$ cat src/rtl/vga_timing_pkg.sv
`default_nettype none
// ============================================================================
// Module   : vga_timing_pkg
// Purpose  : Default 640x480@60 timing constants and axis/sync-window helpers.
// Revision : 1.0
// ============================================================================
package vga_timing_pkg;

    localparam int POS_W = 10;
    localparam int MAX_TOTAL = 1 << POS_W;

    localparam int DEF_H_DISPLAY = 640;
    localparam int DEF_H_FRONT   = 16;
    localparam int DEF_H_SYNC    = 96;
    localparam int DEF_H_BACK    = 48;
    localparam int DEF_V_DISPLAY = 480;
    localparam int DEF_V_FRONT   = 10;
    localparam int DEF_V_SYNC    = 2;
    localparam int DEF_V_BACK    = 33;

    typedef logic [POS_W-1:0] pos_t;

    function automatic int axis_total(input int disp, input int front,
                                      input int sync, input int back);
        return disp + front + sync + back;
    endfunction

    function automatic int h_total(input int disp, input int front,
                                   input int sync, input int back);
        return axis_total(disp, front, sync, back);
    endfunction

    function automatic int v_total(input int disp, input int front,
                                   input int sync, input int back);
        return axis_total(disp, front, sync, back);
    endfunction

    function automatic int sync_first(input int disp, input int front);
        return disp + front;
    endfunction

    function automatic int sync_end(input int disp, input int front, input int sync);
        return disp + front + sync;
    endfunction

    // Bounds are one bit wider than a position so an exclusive end of 1024 fits.
    function automatic logic in_window(input pos_t pos,
                                       input logic [POS_W:0] lo,
                                       input logic [POS_W:0] hi);
        return ({1'b0, pos} >= lo) && ({1'b0, pos} < hi);
    endfunction

endpackage
`default_nettype wire

$ cat src/rtl/vga_axis_counter.sv
`default_nettype none
// ============================================================================
// Module   : vga_axis_counter
// Purpose  : Wrapping 0..TOTAL-1 counter with enable, terminal count and
//            next-value output for zero-skew decode in the parent.
// Revision : 1.0
// ============================================================================
module vga_axis_counter #(
    parameter int WIDTH = 10,
    parameter int TOTAL = 800
) (
    input  logic             clk,
    input  logic             rst,
    input  logic             i_en,
    output logic [WIDTH-1:0] o_count,
    output logic [WIDTH-1:0] o_next,
    output logic             o_tc
);

    localparam logic [WIDTH-1:0] c_LAST = WIDTH'(TOTAL - 1);

    logic [WIDTH-1:0] r_count;
    logic [WIDTH-1:0] w_next;
    logic             w_tc;

    assign w_tc = (r_count == c_LAST);

    always_comb begin
        w_next = r_count;
        if (i_en) begin
            w_next = w_tc ? '0 : r_count + WIDTH'(1);
        end
    end

    always_ff @(posedge clk) begin
        if (rst) begin
            r_count <= '0;
        end else begin
            r_count <= w_next;
        end
    end

    assign o_count = r_count;
    assign o_next  = w_next;
    assign o_tc    = w_tc;

endmodule
`default_nettype wire

$ cat src/rtl/vga_timing_gen.sv
`default_nettype none
// ============================================================================
// Module   : vga_timing_gen
// Purpose  : VGA pixel timing: positions, syncs, display enable, line/frame/
//            vsync strobes and frame counter, all registered with zero skew.
// Revision : 1.0
// ============================================================================
module vga_timing_gen
    import vga_timing_pkg::*;
#(
    parameter int H_DISPLAY       = DEF_H_DISPLAY,
    parameter int H_FRONT         = DEF_H_FRONT,
    parameter int H_SYNC          = DEF_H_SYNC,
    parameter int H_BACK          = DEF_H_BACK,
    parameter int V_DISPLAY       = DEF_V_DISPLAY,
    parameter int V_FRONT         = DEF_V_FRONT,
    parameter int V_SYNC          = DEF_V_SYNC,
    parameter int V_BACK          = DEF_V_BACK,
    parameter int SYNC_ACTIVE_LOW = 1,
    parameter int FRAME_W         = 9
) (
    input  logic               clk,
    input  logic               reset,
    input  logic               pix_en,
    output logic [9:0]         hpos,
    output logic [9:0]         vpos,
    output logic               hsync,
    output logic               vsync,
    output logic               display_on,
    output logic               line_start,
    output logic               frame_start,
    output logic               vsync_start,
    output logic [FRAME_W-1:0] frame_no
);

    localparam int c_H_TOTAL = h_total(H_DISPLAY, H_FRONT, H_SYNC, H_BACK);
    localparam int c_V_TOTAL = v_total(V_DISPLAY, V_FRONT, V_SYNC, V_BACK);

    localparam logic [POS_W:0] c_H_DISP = (POS_W+1)'(H_DISPLAY);
    localparam logic [POS_W:0] c_V_DISP = (POS_W+1)'(V_DISPLAY);
    localparam logic [POS_W:0] c_HS_LO  = (POS_W+1)'(sync_first(H_DISPLAY, H_FRONT));
    localparam logic [POS_W:0] c_HS_HI  = (POS_W+1)'(sync_end(H_DISPLAY, H_FRONT, H_SYNC));
    localparam logic [POS_W:0] c_VS_LO  = (POS_W+1)'(sync_first(V_DISPLAY, V_FRONT));
    localparam logic [POS_W:0] c_VS_HI  = (POS_W+1)'(sync_end(V_DISPLAY, V_FRONT, V_SYNC));
    localparam pos_t           c_VS_FIRST = POS_W'(sync_first(V_DISPLAY, V_FRONT));
    localparam logic           c_SYNC_IDLE = (SYNC_ACTIVE_LOW != 0);

    if (c_H_TOTAL > MAX_TOTAL || c_V_TOTAL > MAX_TOTAL) begin : g_bad_totals
        $error("vga_timing_gen: H_TOTAL=%0d / V_TOTAL=%0d exceed 10-bit counters",
               c_H_TOTAL, c_V_TOTAL);
    end

    pos_t w_h_next;
    pos_t w_v_next;
    logic w_h_tc;
    logic w_v_tc;
    logic w_v_en;
    logic w_line_wrap;
    logic w_frame_wrap;
    logic w_vs_first;
    logic w_hs_active;
    logic w_vs_active;
    logic w_disp_next;

    logic               r_hsync;
    logic               r_vsync;
    logic               r_display_on;
    logic               r_line_start;
    logic               r_frame_start;
    logic               r_vsync_start;
    logic [FRAME_W-1:0] r_frame_no;

    assign w_v_en = pix_en & w_h_tc;

    vga_axis_counter #(
        .WIDTH (POS_W),
        .TOTAL (c_H_TOTAL)
    ) u_h_cnt (
        .clk     (clk),
        .rst     (reset),
        .i_en    (pix_en),
        .o_count (hpos),
        .o_next  (w_h_next),
        .o_tc    (w_h_tc)
    );

    vga_axis_counter #(
        .WIDTH (POS_W),
        .TOTAL (c_V_TOTAL)
    ) u_v_cnt (
        .clk     (clk),
        .rst     (reset),
        .i_en    (w_v_en),
        .o_count (vpos),
        .o_next  (w_v_next),
        .o_tc    (w_v_tc)
    );

    // Flags are decoded from the counters' next values so they land on the
    // same edge as the positions they describe.
    assign w_line_wrap  = w_v_en;
    assign w_frame_wrap = w_line_wrap & w_v_tc;
    assign w_vs_first   = w_line_wrap && (w_v_next == c_VS_FIRST);
    assign w_hs_active  = in_window(w_h_next, c_HS_LO, c_HS_HI);
    assign w_vs_active  = in_window(w_v_next, c_VS_LO, c_VS_HI);
    assign w_disp_next  = ({1'b0, w_h_next} < c_H_DISP) && ({1'b0, w_v_next} < c_V_DISP);

    always_ff @(posedge clk) begin
        if (reset) begin
            r_hsync       <= c_SYNC_IDLE;
            r_vsync       <= c_SYNC_IDLE;
            r_display_on  <= 1'b1;
            r_line_start  <= 1'b0;
            r_frame_start <= 1'b0;
            r_vsync_start <= 1'b0;
            r_frame_no    <= '0;
        end else begin
            r_hsync       <= w_hs_active ^ c_SYNC_IDLE;
            r_vsync       <= w_vs_active ^ c_SYNC_IDLE;
            r_display_on  <= w_disp_next;
            r_line_start  <= w_line_wrap;
            r_frame_start <= w_frame_wrap;
            r_vsync_start <= w_vs_first;
            if (w_frame_wrap) begin
                r_frame_no <= r_frame_no + FRAME_W'(1);
            end
        end
    end

    assign hsync       = r_hsync;
    assign vsync       = r_vsync;
    assign display_on  = r_display_on;
    assign line_start  = r_line_start;
    assign frame_start = r_frame_start;
    assign vsync_start = r_vsync_start;
    assign frame_no    = r_frame_no;

endmodule
`default_nettype wire

$ cat config.mk
export PLATFORM = sky130hd
export DESIGN_NAME = vga_timing_gen
export DESIGN_NICKNAME = d
export VERILOG_FILES = /design/src/rtl/vga_timing_pkg.sv /design/src/rtl/vga_axis_counter.sv /design/src/rtl/vga_timing_gen.sv
export SDC_FILE = /design/constraint.sdc
export NUM_CORES = 1
export LEC_CHECK = 0
export ABC_CLOCK_PERIOD_IN_PS = 2600
export CAP_MARGIN = 20
export CORE_MARGIN = 1.5
export CORE_UTILIZATION = 25
export CTS_CLUSTER_SIZE = 14
export DETAILED_ROUTE_END_ITERATION = 8
export REMOVE_ABC_BUFFERS = 1
export SYNTH_ARGS = -nofsm -noshare
export SYNTH_HDL_FRONTEND = slang
export SYNTH_SLANG_ARGS = --single-unit
$ cat constraint.sdc
create_clock -name clk -period 2.6 [get_ports clk]
set_input_delay 0.52 -clock clk [delete_from_list [all_inputs] [get_ports clk]]
set_output_delay 0.52 -clock clk [all_outputs]
set_load 0.05 [all_outputs]
* After elaboration in Yosys (flattened, before gate mapping)
Index checks and enable logic that the tools add are counted.
** Cells by class
- Reduce and logical (&&, ||, !) cells :: 4
- Eq/ne operators :: 3
- Magnitude comparators :: 6
- Mux-type cells :: 4
- Add/sub/neg operators :: 3
- Bitwise operators :: 4
** Operators by type and width (count)
- 10-bit 2-to-1 mux :: 4
- 10-bit by 1-bit adder with 10-bit output, second input constant :: 2
- 10-bit == test, second input constant :: 2
- 10-bit < comparator, second input constant :: 2
- 10-bit by 9-bit < comparator with 1-bit output, second input constant :: 2
- 10-bit by 9-bit == test with 1-bit output, second input constant :: 1
- 10-bit greater-or-equal comparator, second input constant :: 1
- 10-bit by 9-bit greater-or-equal comparator with 1-bit output, second input constant :: 1
- 9-bit by 1-bit adder with 9-bit output, second input constant :: 1
- 1-bit logical AND :: 4
- 1-bit AND :: 2
- 1-bit NOT :: 2
** Word-level totals
- Register bits :: 35
- Bits of input ports :: 3

* Depth between registers and ports, before layout
Gate-level depths: netlist of the first run.
- Depth in word-level cells :: 6
- Mapped depth :: 8
- Gate-level depth less buffers :: 8

* By module
Synthesis of the first run repeated with hierarchy kept, for this count alone.
** Second synthesis, totals
- Cell total of the unflattened synthesis :: 193
- Area, all modules :: 1757.9 µm²
** By module, submodules not included
- vga_timing_gen :: area an instance 616.8 µm², instances 1, cells each 67
- vga_axis_counter at u_v_cnt :: area an instance 603.1 µm², instances 1, cells each 65
- vga_axis_counter at u_h_cnt :: area an instance 538.0 µm², instances 1, cells each 61

* Worst setup path after synthesis of the first run
OpenSTA, ideal clock, no wires.
- Path kind :: reg2reg
- Start :: register u_h_cnt.r_count[0], in the netlist u_h_cnt.o_count[0]
- End :: register r_display_on, in the netlist display_on
- Buffers on the path :: 0
- Period minus slack after synthesis :: 2700 ps
- Path slack :: -100 ps
- Required time :: 2485 ps
- Setup time :: 115 ps
- Arrival time :: 2585 ps
- Stages on the path, launching flop included :: 8
- Path through :: dfxtp_1 ha_1 nand3_4 or4_4 nor4_2 o221ai_2 or3_1 a31o_1
** Between the ends
- Cells in the longest elaborated chain, start to end :: 5
** RTL lines
- start, declared :: line vga_axis_counter.sv:22 : logic [WIDTH-1:0] r_count;
- start signal, assigned :: line vga_axis_counter.sv:39 : r_count <= w_next;
- 10-bit by 1-bit adder with 10-bit output or 10-bit == test (tied branches) :: line vga_axis_counter.sv:31, vga_axis_counter.sv:26
- 10-bit 2-to-1 mux or 1-bit AND (tied branches) :: line vga_axis_counter.sv:31, vga_timing_gen.sv:73
- 10-bit 2-to-1 mux :: line vga_axis_counter.sv:30 : if (i_en) begin
- 10-bit < comparator or 10-bit by 9-bit < comparator with 1-bit output (tied branches) :: line vga_timing_gen.sv:106 : assign w_disp_next = ({1'b0, w_h_next} < c_H_DISP) && ({1'b0, w_v_next} < c_V_DISP);
- 1-bit logical AND * :: line vga_timing_gen.sv:106
- end signal, assigned :: line vga_timing_gen.sv:120 : r_display_on <= w_disp_next;
- end, declared :: line vga_timing_gen.sv:67 : logic r_display_on;
Mark *: on every way between the ends. The rest lies on a longest branch, timed or not.
A chain may end at the register's enable or synchronous reset.

* Worst setup path in the final report of the first run
- Start :: input pix_en
- End :: register r_display_on, in the netlist display_on
** Between the ends
- Cells in the longest elaborated chain, start to end :: 4
** RTL lines
- start, declared :: line vga_timing_gen.sv:24 : input logic pix_en,
- 1-bit AND :: line vga_timing_gen.sv:73 : assign w_v_en = pix_en & w_h_tc;
- 10-bit 2-to-1 mux :: line vga_axis_counter.sv:30
- 10-bit by 9-bit < comparator with 1-bit output :: line vga_timing_gen.sv:106
- 1-bit logical AND * :: line vga_timing_gen.sv:106
Marked as above.

==> results.cfg, run 1 <==
[critical_path]
worstSetupStartpointType = input pin
timing.critical_path.arrival_ns = 2.70
criticalPathCategory = in -> reg
sort_of_element_at_the_end_of_the_critical_path = flop
path_max_fanout = 4
critical_path_required_ns = 2.79

[finish]
nNetsFinal = 260
antenna_cells_inserted = 0
final_layout_size_suffix_gt1_frac = 0.154
area_delta_synth_final_pct = 33.6

[pwr]
ir_worst_vdd_mv = 0.194
power_per_cell_area_nw_per_um2 = 430
static-leakage-power_nw = 0.915

[logic_synthesis]
postSynth.asyncResetShare = 0
synth_cell_types = 50
synth_sequential_area_ratio = 0.377
synthesis.instances = 205
synth_top_flop_cell = sky130_fd_sc_hd__dfxtp_1
syn_area_per_cell_um2 = 9.08
synth_cell_area_um2 = 1860
synth-edff-count = 0
synth_seq_cells = 35
synthesis_warnings = 0

[clock_network]
post_cts_resize_count = 0
cts_root_buffer = sky130_fd_sc_hd__clkbuf_8
cts.hold.buffers_added = 0
worst_skew_pair.late_latency_ns = 0.29
clk_pin_slew_ns = 0.07
ctsLongestPathBuffers = 2
cts.sink_count = 35
cts_tree = yes
clock_tree.htree_level_count = 2
cts.repair_timing.setup_buffer_count = 0
cts_made_buffers = 5

[sta]
rel_slew_slack = 0.651
setup_viol_count_final = 0
setup_slack_ns = 0.0972
finalWorstPathRequiredPeriod_ns = 2.50
fin_hold_ws_ns = 0.504
hold_violations = 0
fin_crit_sh = 0.963
tightest_slew_ns = 0.522
timing.clock.skew_ns = 0.00792
timing.setup.tns_ns = 0
finalMaxSlewViolations = 0
fmaxAchievable_ghz = 0.400

[floorplan]
die_height_um = 89.3
coreArea_um2 = 7210
rows = 31
num_io_pins = 38
chipWidth_um = 89.3
floorplan.die_area_um2 = 7970
initial_core_util = 0.258

[hold_path]
min_path_type = reg -> reg

[global_route]
first_global_vias = 1616
number_of_antenna_violations_at_the_first_check_in_global_routing = 0
grt_util_all_layers = 0.121
global_route.overflow_total = 0
grt_max_degree = 34
grt_first_pass_wirelength_um = 7400

[drt]
detail_route.wl_per_cell_um = 12.4
first_iter_violations = 64
drt_pass1_iterations = 4
count_of_vias_placed_by_the_detailed_router = 1626
drtAntennaViolNets = 0
detail_route.vias_per_cell = 4.61
wl_um = 4390
drc = 0

[placed_design]
place.gp.congestion = 0.794
portBuffers = 37
place_worst_setup_slack_ns = -0.217
dp.final_hpwl_um = 3110

[outcome]
outcome = completed

[job]
drv.max_cap_violation_count = 0
[cell families (layout without fill, tap and decap cells)]
| kind of cell | Yosys count | after routing | share of synthesized area |
|---|---|---|---|
| AO/OA/AOI/OAI | 27 | 27 | 0.112 |
| XOR/XNOR | 20 | 20 | 0.0942 |
| adder cells (fa/ha/maj) | 4 | 4 | 0.0269 |
| buffers and inverters | 16 | 65 | 0.0625 |
| flip-flops | 35 | 35 | 0.377 |
| multiplexers | 2 | 2 | 0.0108 |
| AND/OR/NAND/NOR | 101 | 101 | 0.317 |
[sequential cells by signal (all words and copies together) (netlist names)]
signal	flops
u_h_cnt.o_count	10
u_v_cnt.o_count	10
frame_no	9
display_on	1
frame_start	1
hsync	1
line_start	1
vsync	1
vsync_start	1
[cells in the final DEF, fill, tap and decap left out, types with 2 or more instances in the layout]
cell type                         netlist  routed
sky130_fd_sc_hd__a21oi_1                7       7
sky130_fd_sc_hd__a22o_1                 2       2
sky130_fd_sc_hd__and3_1                 4       4
sky130_fd_sc_hd__buf_4                  0      16
sky130_fd_sc_hd__clkbuf_8               4       7
sky130_fd_sc_hd__clkdlybuf4s50_1        0      37
sky130_fd_sc_hd__dfxtp_1               35      35
sky130_fd_sc_hd__ha_1                   4       4
sky130_fd_sc_hd__inv_1                  4       4
sky130_fd_sc_hd__mux2i_1                2       2
sky130_fd_sc_hd__nand2_1               16      16
sky130_fd_sc_hd__nand2_4                2       2
sky130_fd_sc_hd__nand3_1                7       7
sky130_fd_sc_hd__nand4_1               12      12
sky130_fd_sc_hd__nand4b_1               2       2
sky130_fd_sc_hd__nor2_1                29      29
sky130_fd_sc_hd__nor3_1                12      12
sky130_fd_sc_hd__o21ai_1                2       2
sky130_fd_sc_hd__o31ai_1                2       2
sky130_fd_sc_hd__or3_1                  4       4
sky130_fd_sc_hd__xnor2_1                7       7
sky130_fd_sc_hd__xor2_1                13      13
[synth_stat cells, drive strengths merged (3+ instances only)]
library cell	n	share of area
a21oi	7	0.019
and3	4	0.013
buf	4	0.017
clkbuf	8	0.038
dfxtp	35	0.38
ha	4	0.027
inv	4	0.0081
nand2	18	0.044
nand3	8	0.028
nand4	13	0.052
nor2	30	0.065
nor3	12	0.032
o21ai	3	0.0081
or3	5	0.019
xnor2	7	0.033
xor2	13	0.061
[power by group]
part | switching (mW) | leakage, nW | internal, mW | total, mW
Combinational | 0.0436 | 0.582 | 0.0243 | 0.0679
Clock | 0.212 | 0.0505 | 0.241 | 0.453
Sequential | 0.00721 | 0.283 | 0.542 | 0.549
Total | 0.263 | 0.915 | 0.807 | 1.07
[per-stage QoR]
| step | util | power (mW) | area, µm² | instances |
|---|---|---|---|---|
| 2_1_floorplan | - | 0.599 | 1760 | 193 |
| 3_3_place_gp | 0.329 | 0.630 | 2370 | 345 |
| 3_5_place_dp | 0.329 | 0.630 | 2370 | 345 |
| 4_1_cts | 0.343 | 1.09 | 2480 | 353 |
| 5_1_grt | 0.345 | 1.12 | 2490 | 353 |
| 6_report | 0.345 | 1.07 | 2490 | 353 |
[layer usage]
metal,part of all wire,GRT usage,wire length (µm)
met2,0.49,0.203,2150
met1,0.46,0.148,2000
met3,0.043,0.0286,188
met5,0,0,0
met4,0.010,0.0545,44
[cell type report]
class	count	area (µm²)
Clock buffer	7	96.3
Multi-Input combinational cell	154	1050
Timing Repair Buffer	53	490
Fill cell	759	4730
Tap cell	99	124
Inverter	4	15.0
Clock inverter	1	7.51
Sequential cell	35	701
[path summary, 6_finish.rpt]
check | from | end | slack [ns] | depth (start not counted)
hold / removal | frame_no[5] | frame_no[5] | 0.50 | 2
setup reg to reg | u_h_cnt.o_count[0] | display_on | 0.23 | 7
hold reg to reg | frame_no[5] | frame_no[5] | 0.50 | 2
setup / recovery | pix_en | display_on | 0.1 | 7
[critical path: stages]
cell	delay, ns
sky130_fd_sc_hd__clkdlybuf4s50_1	0.52
sky130_fd_sc_hd__nand3_4	0.10
sky130_fd_sc_hd__or4_4	0.57
sky130_fd_sc_hd__nor4_4	0.31
sky130_fd_sc_hd__o221ai_2	0.15
sky130_fd_sc_hd__or3_1	0.32
sky130_fd_sc_hd__a31o_1	0.20
Power figures use the tool's default switching activity.
==> inputs of run 2 (changes only) <==
--- a/config.mk
+++ b/config.mk
@@ -12,6 +12,7 @@
 export CTS_CLUSTER_SIZE = 14
 export DETAILED_ROUTE_END_ITERATION = 8
 export REMOVE_ABC_BUFFERS = 1
+export SLEW_MARGIN = 10
 export SYNTH_ARGS = -nofsm -noshare
 export SYNTH_HDL_FRONTEND = slang
 export SYNTH_SLANG_ARGS = --single-unit
==> results of run 2 <==
Same layout as run 1: the final DEF is identical, and so are final timing and power.
